[config.mk]
export PLATFORM = sky130hd
export DESIGN_NAME = avalon_bus_arbiter
export DESIGN_NICKNAME = d
export VERILOG_FILES = /design/src/rtl/codes.sv /design/src/rtl/avalon_bus_arbiter.sv
export SDC_FILE = /design/constraint.sdc
export NUM_CORES = 1
export LEC_CHECK = 0
export ABC_AREA = 1
export ABC_CLOCK_PERIOD_IN_PS = 2200
export BUFFER_PORTS_ARGS = -buffer_cell sky130_fd_sc_hd__buf_2
export CAP_MARGIN = 20
export CORE_AREA = 2 2 121 123
export DETAILED_ROUTE_END_ITERATION = 12
export DIE_AREA = 0 0 123 125
export HOLD_SLACK_MARGIN = 0.12
export MAX_ROUTING_LAYER = met4
export SYNTH_ARGS = -nofsm -noshare
export SYNTH_HDL_FRONTEND = slang
export SYNTH_SLANG_ARGS = --single-unit
[constraint.sdc]
create_clock -name clk -period 2.2 [get_ports clk]
set_clock_uncertainty 0.05 [all_clocks]
set_input_delay 0.44 -clock clk [delete_from_list [all_inputs] [get_ports clk]]
set_output_delay 0.44 -clock clk [all_outputs]
set_load 0.01 [all_outputs]
[src/rtl/codes.sv]
// Shared type and code definitions for the memory-bus infrastructure.
//   size_t      : 32-bit address/data bus word
//   arb_state_t : bus arbiter state; the encoding doubles as the owner code
//   OWNER_*     : owner codes reported on the arbiter's owner output
package codes;

  typedef logic [31:0] size_t;

  typedef enum logic [1:0] {
    IDLE   = 2'd0,
    OWN_M0 = 2'd1,
    OWN_M1 = 2'd2
  } arb_state_t;

  localparam logic [1:0] OWNER_NONE = 2'd0;
  localparam logic [1:0] OWNER_M0   = 2'd1;
  localparam logic [1:0] OWNER_M1   = 2'd2;

endpackage

[src/rtl/avalon_bus_arbiter.sv]
// Two-master to one-slave Avalon-MM arbiter. Master 0 is the CPU, master 1 a
// secondary master (loader/debug). One master owns the bus per transfer; the
// grant is held until that transfer completes or the owner withdraws.
//
// Ports
//   clk, reset               : clock, synchronous active-high reset
//   mN_address/read/write/
//   writedata/byteenable     : master N request (N = 0, 1)
//   mN_waitrequest           : stall to master N
//   mN_readdata              : read data to master N (0 when not owner)
//   s_*                      : slave-side request, waitrequest and readdata
//   owner                    : 0 = none, 1 = m0, 2 = m1 (registered)
//
// Parameter
//   FIXED_PRIORITY : 0 = round-robin on contention, 1 = m0 always wins
//
// state  | meaning
// IDLE   | no owner, slave request forced low, both masters stalled
// OWN_M0 | master 0 connected to the slave
// OWN_M1 | master 1 connected to the slave
module avalon_bus_arbiter
  import codes::*;
#(
  parameter int FIXED_PRIORITY = 0
) (
  input  logic        clk,
  input  logic        reset,

  input  size_t       m0_address,
  input  logic        m0_read,
  input  logic        m0_write,
  input  size_t       m0_writedata,
  input  logic [3:0]  m0_byteenable,
  output logic        m0_waitrequest,
  output size_t       m0_readdata,

  input  size_t       m1_address,
  input  logic        m1_read,
  input  logic        m1_write,
  input  size_t       m1_writedata,
  input  logic [3:0]  m1_byteenable,
  output logic        m1_waitrequest,
  output size_t       m1_readdata,

  output size_t       s_address,
  output logic        s_read,
  output logic        s_write,
  output size_t       s_writedata,
  output logic [3:0]  s_byteenable,
  input  logic        s_waitrequest,
  input  size_t       s_readdata,

  output logic [1:0]  owner
);

  arb_state_t state, state_nxt;
  logic [1:0] last_owner, last_owner_nxt;
  logic       m0_req, m1_req;

  assign m0_req = m0_read | m0_write;
  assign m1_req = m1_read | m1_write;

  // The state encoding is the owner code, so owner is a pure register.
  assign owner = state;

  always_ff @(posedge clk) begin
    if (reset) begin
      state      <= IDLE;
      last_owner <= OWNER_M1;
    end else begin
      state      <= state_nxt;
      last_owner <= last_owner_nxt;
    end
  end

  always_comb begin
    state_nxt      = state;
    last_owner_nxt = last_owner;

    s_address      = '0;
    s_read         = 1'b0;
    s_write        = 1'b0;
    s_writedata    = '0;
    s_byteenable   = 4'h0;
    m0_waitrequest = 1'b1;
    m1_waitrequest = 1'b1;
    m0_readdata    = '0;
    m1_readdata    = '0;

    case (state)
      IDLE: begin
        if (m0_req && m1_req) begin
          // Round-robin: whoever did not finish the last transfer goes next.
          if (FIXED_PRIORITY != 0 || last_owner == OWNER_M1)
            state_nxt = OWN_M0;
          else
            state_nxt = OWN_M1;
        end else if (m0_req) begin
          state_nxt = OWN_M0;
        end else if (m1_req) begin
          state_nxt = OWN_M1;
        end
      end

      OWN_M0: begin
        s_address      = m0_address;
        s_read         = m0_read;
        s_write        = m0_write;
        s_writedata    = m0_writedata;
        s_byteenable   = m0_byteenable;
        m0_waitrequest = s_waitrequest;
        m0_readdata    = s_readdata;
        if (!m0_req) begin
          // Withdrawn request: release without counting it as a transfer.
          state_nxt = IDLE;
        end else if (!s_waitrequest) begin
          state_nxt      = IDLE;
          last_owner_nxt = OWNER_M0;
        end
      end

      OWN_M1: begin
        s_address      = m1_address;
        s_read         = m1_read;
        s_write        = m1_write;
        s_writedata    = m1_writedata;
        s_byteenable   = m1_byteenable;
        m1_waitrequest = s_waitrequest;
        m1_readdata    = s_readdata;
        if (!m1_req) begin
          state_nxt = IDLE;
        end else if (!s_waitrequest) begin
          state_nxt      = IDLE;
          last_owner_nxt = OWNER_M1;
        end
      end

      default: state_nxt = IDLE;
    endcase
  end

endmodule

==> impl_metrics.ini <==
[hold_path]
hold_class = in2reg
hold_depth = 2
min_from = reset

[global_route]
grt_max_degree = 57
antenna_found_initial = 0
grt_pass1_wl_mm = 13.4
grt_overflow = 0
grtUsageTotal_pct = 10.7
grt_pass1_vias = 3095

[worst_setup_path]
worstPathCellList = inv_1 -> ha_1 -> inv_2 -> buf_12 -> a21oi_1 -> buf_2
cp_data_required_time_ns = 1.71
criticalPathCategory = reg2out
slowest_delay_ns = 0.38
startpoint_type = flip-flop
setup.worst_path.start = owner[0]$_SDFFE_PP0P_
arrival_ns = 1.58
crit_path_max_fanout = 54
r2r_cells = 9
r2r-start = owner[0]$_SDFFE_PP0P_
slowest_stage = dfxtp_4
critPathCaptureType = output port

[floorplanning]
placementRows = 44
placeableCoreArea_um2 = 14200
floorplan.initialDensity_pct = 13.9
die_h_um = 125
die_w_um = 123
ios = 313
dieArea_um2 = 15400

[placement]
hpwl_mm = 7.55
portBuffers = 312
place.gp.congestion = 0.816

[clocking]
htree_levels = 1
clock-root-buffer = clkbuf_16
clockBufferDepth = 2
cts_hold_buf = 0
clk_pin_slew_ns = 0.03
postCtsSetupRepairBufs = 0
cts_tree = yes
clk_latency_ns = 0.23
cts_made_buffers = 3
cts_sinks = 4

[pwr]
peakVddDrop_v = 0.000207
p_leak_nw = 2.60
powerDensity_nw_per_um2 = 447

[cells_and_area]
fin_nets = 909
n_antenna_cell = 0
drive_gt1_share_pct = 48.2
area_growth_pct = 93.3

[routing]
wirelength_mm = 9.24
top_layer = met4
routed-wl-met2_mm = 4.73
ant_nets = 0
drtIter0Drc = 121
via_per_inst = 3.91
wl_per_cell_um = 10.2
drc = 0
wl_met3_um = 791
firstDrtPassIters = 6
wl_met1_mm = 3.63
num_vias = 3557

[sta]
max_clock_freq_mhz = 483
finalSetupTns_ns = 0
worst_hold_slack_ns = 0.366
tightest_slew_ns = 0.279
setup_viol = 0
hold_viol_final = 0
slew_headroom_pct = 81.4
rsz0062_at_grt = no
min_period_ns = 2.07
slew_violations = 0
timing.final.crit_share_pct = 94.2

[logic_synthesis]
synth_cells = 433
yosysWarnings = 0
avgSynthCellArea_um2 = 4.56
ys_seq_area_share_pct = 4.06
yosys.cell_types.count = 17
syn-num-nets = 614
ys_seq_elements = 4
syn_area_um2 = 1970

[run_status]
outcome = finished clean

[flow_run]
drv_cap = 0
==> final timing paths <==
path,endpoint,slack [ns]
hold reg to reg,last_owner[0]$_SDFFE_PP0P_,0.40
setup / recovery,s_writedata[13],0.13
hold / removal,owner[1]$_SDFFE_PP0P_,0.37
setup reg to reg,owner[0]$_SDFFE_PP0P_,0.75
==> cell usage after synthesis <==
master | n | area, µm²
o21ai_0 | 1 | 5.00
a21oi_1 | 64 | 320
buf_2 | 19 | 95.1
dfxtp_1 | 4 | 80.1
inv_1 | 77 | 289
clkbuf_1 | 6 | 22.5
nand3_1 | 1 | 5.00
buf_6 | 4 | 45.0
nor2_1 | 2 | 7.51
nand4_1 | 2 | 12.5
nand3_2 | 1 | 10.0
nand2_1 | 223 | 837
inv_2 | 1 | 3.75
a21oi_2 | 10 | 87.6
nand2_2 | 10 | 62.6
buf_4 | 2 | 15.0
ha_1 | 6 | 75.1
==> per-layer routing <==
metal	track usage, %	vias up
met3	0.547	11
li1	-	1859
met4	2.01	0
met5	-	-
met2	21.1	195
met1	11.6	1492
==> logic make-up after synthesis <==
family	after synthesis	share of synthesized area [%]
fa+ha+maj	6	3.80
buf+inv	109	23.8
simple gates	239	47.4
compound gates	75	20.9
flops	4	4.06
==> area by class of cell <==
class	count	area (µm²)
clock buffers	3	75.1
repair buffers	321	1690
well taps	184	230
multi-input cells	320	1440
flip-flops and latches	4	87.6
inverters	78	293
fillers	1633	10400
==> worst max-delay path: cells and delay by family (launching register included) <==
family | cells | cell delay (ns)
AOI/OAI and AO/OA | 1 | 0.07
buffers and inverters | 4 | 0.55
adders and majority gates | 1 | 0.31
DFF | 1 | 0.38
==> cell usage in the layout (no fill, tap or decap) <==
cell,instances
nand4_1,2
nand2_1,223
a21oi_2,10
inv_1,77
nand3_2,1
inv_2,1
buf_2,312
dfxtp_4,2
nor2_1,2
clkbuf_16,3
dfxtp_1,2
buf_12,5
a21oi_1,64
ha_2,1
nand2_2,10
buf_4,4
ha_4,1
ha_1,4
nand3_1,1
o21ai_0,1
==> state kept, by name, indices dropped and copies added (netlist names) <==
signal / cells
owner: 2
last_owner: 2
==> stage by stage <==
stage / cell area [µm²] / instances / util (%) / power (mW) / worst slack, ns
after global routing: 3810 / 910 / 26.9 / 1.87 / 0.00540
after global placement: 3730 / 907 / 26.3 / 1.43 / 0.244
after detailed placement: 3730 / 907 / 26.3 / 1.42 / 0.230
after floorplan: 1970 / 433 / - / 0.864 / 0.311
final: 3810 / 910 / 26.9 / 1.70 / 0.129
after CTS: 3810 / 910 / 26.8 / 1.72 / 0.0914
==> timing repair <==
action	4_1_cts	5_1_grt
endpoints found under the hold margin	0	0
gates resized for setup	2	2
setup endpoints to repair	35	9
pin swaps	0	0
==> where the power goes <==
group,switching (mW),internal (mW),leakage (nW),total [mW]
Combinational,0.797,0.514,2.53,1.31
Clock,0.0590,0.233,0.0370,0.292
Sequential,0.0152,0.0867,0.0342,0.102
No activity file was read; power rests on OpenSTA's default activity.
